--- config.mk ---
export PLATFORM = sky130hd
export DESIGN_NAME = macrocell_config_loader
export DESIGN_NICKNAME = d
export VERILOG_FILES = /design/src/rtl/macrocell_config_loader.sv
export SDC_FILE = /design/constraint.sdc
export NUM_CORES = 1
export LEC_CHECK = 0
export ABC_AREA = 1
export BUFFER_PORTS_ARGS = -buffer_cell sky130_fd_sc_hd__buf_2
export CORE_MARGIN = 5
export CORE_UTILIZATION = 45
export CTS_CLUSTER_SIZE = 20
export DETAILED_ROUTE_END_ITERATION = 6
export PLACE_DENSITY = 0.72
export SYNTH_ARGS = -nofsm -noshare
export SYNTH_HDL_FRONTEND = slang
export SYNTH_SLANG_ARGS = --single-unit
export TNS_END_PERCENT = 50
--- constraint.sdc ---
create_clock -name clock -period 18.2 [get_ports clock]
set_clock_uncertainty 0.15 [all_clocks]
set_input_delay 1.82 -clock clock [delete_from_list [all_inputs] [get_ports clock]]
set_output_delay 1.82 -clock clock [all_outputs]
set_load 0.02 [all_outputs]
--- src/rtl/macrocell_config_loader.sv ---
// Serial configuration loader: assembles parity-protected 13-bit macrocell words
// into shadow storage and commits the whole frame atomically after the last word.
module macrocell_config_loader #(
  parameter int MACROCELL_COUNT = 16,
  parameter int CONFIG_WIDTH    = 13,
  localparam int IDX_W = (MACROCELL_COUNT > 1) ? $clog2(MACROCELL_COUNT) : 1
) (
  input  logic                                    clock,
  input  logic                                    reset,
  input  logic                                    start,
  input  logic                                    abort,
  input  logic                                    bit_valid,
  input  logic                                    bit_in,
  output logic                                    bit_ready,
  output logic [MACROCELL_COUNT*CONFIG_WIDTH-1:0] configuration,
  output logic                                    busy,
  output logic                                    done,
  output logic                                    error,
  output logic [IDX_W-1:0]                        word_index
);

  localparam int FRAME_BITS = CONFIG_WIDTH + 1;
  localparam int CNT_W      = $clog2(FRAME_BITS + 1);
  localparam int CFG_W      = MACROCELL_COUNT * CONFIG_WIDTH;

  typedef enum logic [2:0] {
    S_IDLE  = 3'd0,
    S_LOAD  = 3'd1,
    S_CHECK = 3'd2,
    S_DONE  = 3'd3,
    S_ERROR = 3'd4
  } state_t;

  state_t                  r_state;
  logic [FRAME_BITS-1:0]   r_shift;
  logic [CNT_W-1:0]        r_bit_cnt;
  logic [IDX_W-1:0]        r_word_index;
  logic [CFG_W-1:0]        r_shadow;
  logic [CFG_W-1:0]        r_config;
  logic                    r_bit_ready;
  logic                    r_busy;
  logic                    r_done;
  logic                    r_error;

  logic                    w_xfer;
  logic                    w_parity_ok;
  logic                    w_last_word;
  logic                    w_last_bit;
  logic [CONFIG_WIDTH-1:0] w_data;
  logic [CFG_W-1:0]        w_commit;

  assign w_xfer      = bit_valid & r_bit_ready;
  assign w_parity_ok = ~(^r_shift);
  assign w_data      = r_shift[FRAME_BITS-1:1];
  assign w_last_word = (r_word_index == IDX_W'(MACROCELL_COUNT - 1));
  assign w_last_bit  = (r_bit_cnt == CNT_W'(FRAME_BITS - 1));

  // Shadow with the word under check merged in; feeds both shadow and commit.
  always_comb begin
    w_commit = r_shadow;
    w_commit[r_word_index*CONFIG_WIDTH +: CONFIG_WIDTH] = w_data;
  end

  always_ff @(posedge clock or posedge reset) begin
    if (reset) begin
      r_state      <= S_IDLE;
      r_shift      <= '0;
      r_bit_cnt    <= '0;
      r_word_index <= '0;
      r_shadow     <= '1;
      r_config     <= '1;
      r_bit_ready  <= 1'b0;
      r_busy       <= 1'b0;
      r_done       <= 1'b0;
      r_error      <= 1'b0;
    end else begin
      case (r_state)
        S_IDLE, S_DONE, S_ERROR: begin
          if (start) begin
            r_state      <= S_LOAD;
            r_word_index <= '0;
            r_bit_cnt    <= '0;
            r_bit_ready  <= 1'b1;
            r_busy       <= 1'b1;
            r_done       <= 1'b0;
            r_error      <= 1'b0;
          end
        end
        S_LOAD: begin
          if (abort) begin
            r_state     <= S_IDLE;
            r_bit_cnt   <= '0;
            r_bit_ready <= 1'b0;
            r_busy      <= 1'b0;
          end else if (w_xfer) begin
            r_shift <= {r_shift[FRAME_BITS-2:0], bit_in};
            if (w_last_bit) begin
              r_bit_cnt   <= '0;
              r_state     <= S_CHECK;
              r_bit_ready <= 1'b0;
            end else begin
              r_bit_cnt <= r_bit_cnt + 1'b1;
            end
          end
        end
        S_CHECK: begin
          if (abort) begin
            r_state <= S_IDLE;
            r_busy  <= 1'b0;
          end else if (!w_parity_ok) begin
            r_state <= S_ERROR;
            r_busy  <= 1'b0;
            r_error <= 1'b1;
          end else if (w_last_word) begin
            r_shadow <= w_commit;
            r_config <= w_commit;
            r_state  <= S_DONE;
            r_busy   <= 1'b0;
            r_done   <= 1'b1;
          end else begin
            r_shadow     <= w_commit;
            r_word_index <= r_word_index + 1'b1;
            r_state      <= S_LOAD;
            r_bit_ready  <= 1'b1;
          end
        end
        default: begin
          r_state     <= S_IDLE;
          r_bit_ready <= 1'b0;
          r_busy      <= 1'b0;
          r_done      <= 1'b0;
          r_error     <= 1'b0;
        end
      endcase
    end
  end

  assign bit_ready     = r_bit_ready;
  assign configuration = r_config;
  assign busy          = r_busy;
  assign done          = r_done;
  assign error         = r_error;
  assign word_index    = r_word_index;

endmodule

; ---- Word level (Yosys, flattened, before mapping)
; Index checks and enable logic that the tools add are counted.
[classes]
addsub = 3
mul = 1
n_eq_ne = 16
n_shift = 2
mux = 39
bitwise = 4
reduce_logical = 15
[op_table]
columns = operator, n
row1 = bitwise mux 208 bit, 1
row2 = "variable shift 13 x 34 -> 208 bit, first input constant", 1
row3 = indexed part select 13 x 34 -> 208 bit, 1
row4 = negator 8 -> 34 bit, 1
row5 = two-way mux 4 bit, 7
row6 = two-way mux 3 bit, 6
row7 = two-way mux 1 bit, 17
row8 = one-hot mux 4 bit (2 select lines), 2
row9 = AND reduction 3 bit, 5
row10 = "!= test 2 bit, second input constant", 7
row11 = XOR reduction 14 bit, 1
row12 = one-hot mux 1 bit (3 select lines), 4
row13 = AND reduction 5 bit, 2
row14 = one-hot mux 3 bit (3 select lines), 1
row15 = "adder 4 x 1 -> 4 bit, second input constant", 2
row16 = "== test 4 bit, second input constant", 2
row17 = "multiplier 4 x 4 -> 8 bit, second input constant", 1
row18 = AND reduction 4 bit, 2
row19 = "== test 3 x 2 -> 1 bit, second input constant", 2
row20 = "!= test 3 bit, second input constant", 2
row21 = AND reduction 6 bit, 1
row22 = "!= test 4 bit, second input constant", 1
row23 = nonzero test 2 bit, 2
row24 = "== test 3 x 1 -> 1 bit, second input constant", 1
row25 = other kinds (6), 8
[word_totals]
regBits = 445
in_bits = 6
wordCells = 90

; ---- Logic depth before layout (Yosys ltp)
; Gate-level depths: netlist (run 1).
[depth]
ltp_word = 5
depth_mapped = 17
depth_no_buf = 15

; ---- Least setup slack after synthesis (run 1)
; OpenSTA, ideal clock, no wires.
[synth_path]
kind = flip-flop to flip-flop
from = register r_word_index[0], in the netlist word_index[0]
to = register r_shadow[6]
setup_time_ps = 79
arrival_ps = 2807
t_required_ps = 17971
path_slack_ps = 15165
path_stages_with_launch = 14
path_buffers = 4
path_cell_list = dfrtp_1 > inv_2 > clkbuf_1 > clkbuf_1 > ha_1 > buf_2 > nor2_1 > inv_1 > nor3_2 > buf_2 > nand2_1 > o21ai_0 > inv_1 > o21ai_0
[synth_via]
elab_chain_cells = 4
[synth_rtl]
columns = element, line_no
row1 = from (decl), 37  ; logic [IDX_W-1:0] r_word_index;
row2 = from (signal assigned), 122  ; r_word_index <= r_word_index + 1'b1;
row3 = multiplier 4 x 4 -> 8 bit *, 61  ; w_commit[r_word_index*CONFIG_WIDTH +: CONFIG_WIDTH] = w_data;
row4 = negator 8 -> 34 bit *, 61
row5 = indexed part select 13 x 34 -> 208 bit / variable shift 13 x 34 -> 208 bit (equally long branches), 61
row6 = bitwise mux 208 bit *, 61
row7 = to (signal assigned), 115  ; r_shadow <= w_commit;
row8 = to (signal assigned), 121  ; r_shadow <= w_commit;
row9 = to (decl), 38  ; logic [CFG_W-1:0] r_shadow;
; Mark *: on every way between the ends. The rest lies on a longest branch, timed or not.
; A chain may end at the register's enable or synchronous reset.

; ---- Final worst setup path (run 1)
[layout_path]
from = input port abort
to = register r_config[179], in the netlist configuration[179]
[layout_via]
elab_chain_cells = 2
[layout_rtl]
columns = element, line_no
row1 = from (decl), 11  ; input logic abort,
row2 = NOT 1 bit (no source line), n/a
row3 = AND reduction 4 bit (no source line), n/a
row4 = to (signal assigned), 116  ; r_config <= w_commit;
row5 = to (decl), 39  ; logic [CFG_W-1:0] r_config;
; Every way passes these cells.

==> impl_metrics.csv, run 1 <==
group,metric,value,unit
logic_synthesis,avgSynthCellArea,9.355,um^2
power,power.density,101.7,mW/mm^2
power,peakVddDrop,0.00007012,V
logic_synthesis,synth_top_cell_by_area,"dfstp_2",
setup_path,critPathLaunchType,"primary input",
timing,hold_ws,319.9,ps
logic_synthesis,synthTopCellsByArea,"dfstp_2, nand2_1, o21ai_0",
power,leakagePower,9.563,nW
timing,worst_pin_slew,1188,ps
cts,clk_path_buf_depth,3,
placed_design,numPlacedInstances,2910,
setup_path,end_kind,"flip-flop",
setup_path,cpLargestDelayFamily,"buffers and inverters",
layout,final_area,0.02337,mm^2
flow_run,cap_violations,0,
power,seqPwrFrac,44.2,%
timing,min_period,4578,ps
logic_synthesis,synth-simple-area-share,15.90,%
layout,antenna_cells,0,
timing,rsz0062_at_grt,"no",
placed_design,port_buffers,221,
layout,layout_common_cells,"nand2_1, dfstp_2, o21ai_0",
floorplanning,fp.dieW,224.2,um
detailed_routing,dr_total_vias,15470,
setup_path,crit_slowest_cell,"buf_4",
setup_path,cp.required,18540,ps
floorplanning,die_area,0.05027,mm^2
logic_synthesis,synth_top_family_by_area,"compound AO/OA/AOI/OAI gates",
detailed_routing,antenna_left,0,
logic_synthesis,yosysTopAreaCellShare,52.94,%
detailed_routing,wire_per_inst,17.58,um
setup_path,crit_type,"in2reg",
timing,finalSetupViolations,0,
floorplanning,start_util,45.50,%
timing,period_share,25.15,%
power,p_clk_share,43.8,%
cts,htree_levels,2,
placed_design,dp_hpwl,34.67,mm
power,p_int,1.732,mW
logic_synthesis,synth_xor_area_share,0.3454,%
power,switching_share,27.14,%
placed_design,gp_congestion,0.7953,
logic_synthesis,synthDistinctLibCells,37,
logic_synthesis,synth_fa_ha_area_share,0.4242,%
cts,post_cts_resize_count,0,
setup_path,cp.buffers_inverters,4,
timing,setup_tns,0,ps
setup_path,cp.arrival,4920,ps
layout,fill_cells,4075,
global_route,grt_pass1_wl,83.67,mm
setup_path,cpPeakStageDelay,950,ps
timing,fmax,218.5,MHz
global_route,gr-total-overflow,0,
cts,tritoncts,"built",
power,combPwrFrac,12.0,%
detailed_routing,viasPerCell,5.166,
global_route,grtUsageTotal,20.59,%
detailed_routing,wirelength,52.64,mm
cts,cts_setup_buffers,0,
run_status,outcome,"completed",
layout,final_common_cell,"nand2_1",
logic_synthesis,synth_cells,2207,
logic_synthesis,synth_mux_area_share,3.248,%
layout,fin_cells,2995,
global_route,grt_max_degree,144,
cts,ctsHoldBuffers,0,
logic_synthesis,syn_area,0.02065,mm^2
cts,clkSinkCount,445,
detailed_routing,first_pass_iters,5,
min_path,holdCritPathClass,"reg2reg",
floorplanning,coreArea,0.04538,mm^2
placed_design,postPlaceCellArea,0.02168,mm^2
setup_path,path_max_fanout,102,
cts,root_buffer,"clkbuf_16",
layout,drive_above_1_share,37.33,%
logic_synthesis,ys_ff_latch,445,
setup_path,crit_chain,"buf_2 -> inv_1 -> nand3_4 -> buf_4 -> buf_4 -> nand2_1 -> o21ai_2",
floorplanning,num_rows,78,
cts,clkLatencyLatePin,580,ps
floorplanning,die_h,224.2,um
cts,cts.clk_slew.worst_paths,60,ps
logic_synthesis,synth.net_count,2220,
floorplanning,num_io_pins,222,
timing,hold_viol,0,
setup_path,crit_top_cell,"buf_4",
logic_synthesis,synth_compound_area_share,16.19,%
timing,drv_slew,0,
detailed_routing,drc,0,
layout,multi_input_area,0.007475,mm^2
power,p_sw,645.2,uW
layout,seq_area,0.01166,mm^2
logic_synthesis,yosysWarnings,0,
layout,nNetsFinal,2373,
detailed_routing,drt_iter0_markers,1183,
logic_synthesis,ys_seq_area_share,56.45,%
layout,syn2layout_area_growth,13.17,%
cts,cts_buffers,48,
timing,max_slew_margin,20.21,%
global_route,antenna_found_initial,0,
global_route,grt_pass1_vias,15170,
-- synth_stat cells (all sizes together) --
library cell  instances
xnor2                 3
inv                 158
dfrtp                29
nand4                 1
nor3                 43
clkbuf               46
ha                    7
clkinv                1
nand2               670
or2                  24
a21oi                25
xor2                  3
nand3                18
o21ai               543
dfstp               416
o31ai                 2
a22oi                 6
nor2                 59
a31oi                 1
nor3b                 1
buf                  84
mux2i                67
-- kinds of logic after synthesis --
kind of cell	count (synthesis)
AO/OA/AOI/OAI	577
XOR/XNOR	6
adder cells (fa/ha/maj)	7
buffers and inverters	289
flip-flops	445
multiplexers	67
AND/OR/NAND/NOR	816
-- worst reg2reg max path, cell delays in order (launching register included) --
cell	delay, ps
dfrtp_1	420
inv_1	410
nand2_1	100
nand2_1	110
nand2_1	60
nand2_1	90
nand3_1	70
nand2_1	70
nand2_2	70
nand2_4	110
nor2_8	60
nand3_4	470
buf_4	970
buf_4	950
nand2_1	260
o21ai_2	100
-- final timing paths --
path	from	to	slack, ps	cells after the start
max	abort	configuration[179]$_DFFE_PP1P_	13620	7
min	r_shadow[77]$_DFFE_PP1P_	r_shadow[77]$_DFFE_PP1P_	320	2
max reg2reg	r_shift[6]$_DFFE_PP0P_	configuration[179]$_DFFE_PP1P_	13630	15
min reg2reg	r_shadow[77]$_DFFE_PP1P_	r_shadow[77]$_DFFE_PP1P_	320	2
max in group asynchronous	reset	r_shadow[23]$_DFFE_PP1P_	14260	4
min in group asynchronous	reset	done$_DFFE_PP0P_	1340	2
-- metal layers --
layer  GRT usage (%)  up-vias  wire (um)
met2           32.96      396      24530
met4           6.266        0       1528
li1                -     7477          -
met5               0        -          0
met3           4.128       95       2981
met1           28.58     7505      23600
-- state kept, by name, summed over array words and instances (netlist names) --
name           cells
bit_ready          1
busy               1
configuration    208
done               1
error              1
r_bit_cnt          4
r_shadow         208
r_shift           14
r_state            3
word_index         4
-- layout make-up --
type | instances | share of cell area, %
multi-input cells | 1473 | 31.99
flip-flops and latches | 445 | 49.88
clock buffers | 64 | 5.874
clock inverters | 21 | 1.339
repair buffers | 233 | 5.119
well taps | 600 | 3.213
inverters | 159 | 2.586
-- per-stage QoR --
step	worst slack [ps]	power, mW	util (%)
floorplan	4518	1.280	-
global placement	13160	1.341	47.78
detailed placement	13110	1.349	47.78
CTS	13690	2.400	51.49
global route	13190	2.481	51.49
finish	13620	2.377	51.49
-- power groups by stage --
stage | clock network [mW] | logic [mW] | registers [mW]
2_1_floorplan | 0 | 0.219 | 1.06
3_3_place_gp | 0 | 0.278 | 1.06
3_5_place_dp | 0 | 0.285 | 1.06
4_1_cts | 1.06 | 0.287 | 1.05
5_1_grt | 1.11 | 0.320 | 1.05
6_report | 1.04 | 0.286 | 1.05
No activity file was read; power rests on OpenSTA's default activity.
==> run 2, diff against run 1 <==
- clock period: 18.2 -> 4.6 ns (I/O delays scaled with it)
==> run 2 against run 1 <==
Effect of this change:
- critical path depth up 7
- non-clock buffer count up 21
- routed wire length up 3.0%
- sequential share of layout area down 0.13 points
- count of clock-buffer cells in the layout up 8
- final cell count up 0.67%
- combinational power rose to 4.0 times the previous value
- worst hold slack worse by 290 ps
- worst setup slack worse by 12000 ps
- clock power rose to 3.5 times the previous value
- largest power group unchanged
==> impl_metrics.csv, run 2 (same netlist as run 1, synthesis figures left out) <==
group,metric,value,unit
placed_design,dp_hpwl,36.63,mm
timing,worst_pin_slew,1070,ps
cts,root_buffer,"clkbuf_16",
layout,drive_above_1_share,37.60,%
detailed_routing,dr_total_vias,15590,
floorplanning,fp.dieW,224.2,um
detailed_routing,drt_iter0_markers,1359,
setup_path,cp.arrival,3680,ps
cts,cts_setup_buffers,0,
global_route,grt_max_degree,173,
floorplanning,num_rows,78,
power,leakagePower,9.602,nW
cts,htree_levels,2,
setup_path,rr_startpoint,"r_shift[8]$_DFFE_PP0P_",
placed_design,postPlaceCellArea,0.02195,mm^2
timing,finalSetupViolations,0,
cts,cts.clk_slew.worst_paths,60,ps
placed_design,port_buffers,221,
floorplanning,die_area,0.05027,mm^2
cts,post_cts_resize_count,0,
detailed_routing,wirelength,54.21,mm
timing,period_share,72.24,%
setup_path,r2r_end,"configuration[29]$_DFFE_PP1P_",
setup_path,crit_slowest_cell,"nand3_4",
timing,drv_slew,0,
cts,cts_buffers,47,
global_route,grtUsageTotal,21.32,%
cts,clk_path_buf_depth,3,
floorplanning,coreArea,0.04538,mm^2
timing,min_period,3323,ps
layout,syn2layout_area_growth,13.46,%
timing,rsz0062_at_grt,"no",
setup_path,crit_type,"reg2reg",
power,peakVddDrop,0.0002424,V
floorplanning,start_util,45.50,%
layout,nNetsFinal,2393,
timing,setup_tns,0,ps
detailed_routing,antenna_left,0,
global_route,gr-total-overflow,0,
power,fin_total_pwr,8.957,mW
run_status,outcome,"completed",
timing,fmax,300.9,MHz
global_route,grt_pass1_wl,86.15,mm
min_path,holdPathStages,3,
min_path,holdCritPathClass,"in2reg",
setup_path,rrSetupSlack,1280,ps
global_route,grt_pass1_vias,15340,
min_path,hp-start,"bit_in",
placed_design,gp_congestion,0.7984,
detailed_routing,viasPerCell,5.169,
layout,layout_common_cells,"nand2_1, dfstp_2, o21ai_0",
floorplanning,num_io_pins,222,
global_route,antenna_found_initial,0,
cts,clkLatencyLatePin,580,ps
detailed_routing,wire_per_inst,17.98,um
layout,final_common_cell,"nand2_1",
timing,max_slew_margin,28.66,%
timing,hold_viol,0,
setup_path,cp.required,4960,ps
power,power.density,382.4,mW/mm^2
detailed_routing,first_pass_iters,5,
setup_path,path_max_fanout,70,
setup_path,critPathLaunchType,"flip-flop",
min_path,hold_end,"r_shift[0]$_DFFE_PP0P_",
detailed_routing,drc,0,
cts,ctsHoldBuffers,0,
setup_path,cpPeakStageDelay,760,ps
floorplanning,die_h,224.2,um
setup_path,end_kind,"flip-flop",
layout,antenna_cells,0,
layout,final_area,0.02343,mm^2
setup_path,crit_top_cell,"nand2_1",
setup_path,crit_chain,"inv_2 -> nand2_1 -> nand2_1 -> nand2_1 -> nand2_1 -> nand2_1 -> nand2_1 -> inv_1 -> nand2_2 -> nand2_4 -> nor2_8 -> nand3_4 -> buf_12 -> o21ai_1",
cts,tritoncts,"built",
setup_path,reg2reg_depth,14,
cts,clkSinkCount,445,
flow_run,cap_violations,0,
[run 2: cell count changes in the layout (fill, tap and decap cells not counted), sizes merged]
cell	delta
buf	+21
bufinv	-8
clkbuf	+8
clkinv	-4
clkinvlp	+2
inv	+1
[run 2: layout make-up]
cell class	count	area [um^2]
clock buffer	72	1400
fill	4101	21950
sequential	445	11660
clock inverter	12	77.57
tap	600	750.7
timing repair buffer	254	1466
multi-input combinational	1473	7475
inverter	159	600.6
[run 2: worst max-delay path: cells and delay by family, from the launching register on]
family,cells,cell delay (ps)
buffers and inverters,3,860
DFF,1,460
AOI/OAI and AO/OA,1,180
and+or+nand+nor,10,1530
[run 2: stage by stage]
| stage | utilization [%] | setup WS, ps | cells | hold slack (ps) |
|---|---|---|---|---|
| after floorplan | - | -1686 | 2207 | 298.5 |
| after global placement | 48.37 | 1310 | 2931 | 307.0 |
| after detailed placement | 48.37 | 1275 | 2931 | 311.9 |
| after CTS | 51.62 | 1264 | 3015 | 9.144 |
| after global routing | 51.62 | 1020 | 3015 | 23.82 |
| final | 51.62 | 1277 | 3015 | 34.79 |
[run 2: layer usage]
metal	up-vias	global-route usage (%)	part of all wire, %
met2	423	34.09	47
li1	7509	-	-
met1	7563	29.44	44
met3	91	3.748	5.8
met4	0	7.720	3.4
met5	-	0	0
[run 2: worst max path at each step]
stage,from,to,slack (ps),cells past startpoint
after floorplan,reset,bit_ready$_DFFE_PP0P_,-1690,1
after global placement,r_shift[9]$_DFFE_PP0P_,configuration[180]$_DFFE_PP1P_,1310,15
after detailed placement,r_shift[9]$_DFFE_PP0P_,configuration[29]$_DFFE_PP1P_,1270,14
after CTS,r_shift[9]$_DFFE_PP0P_,configuration[15]$_DFFE_PP1P_,1260,14
after global routing,word_index[0]$_DFFE_PP0P_,r_shadow[155]$_DFFE_PP1P_,1020,9
final,r_shift[8]$_DFFE_PP0P_,configuration[29]$_DFFE_PP1P_,1280,14
[run 2: report_power, final]
part           switching (mW)  total [mW]  internal, mW
combinational           0.887        1.15         0.264
clock                    1.55        3.64          2.10
sequential             0.0944        4.16          4.07
total                    2.53        8.96          6.43
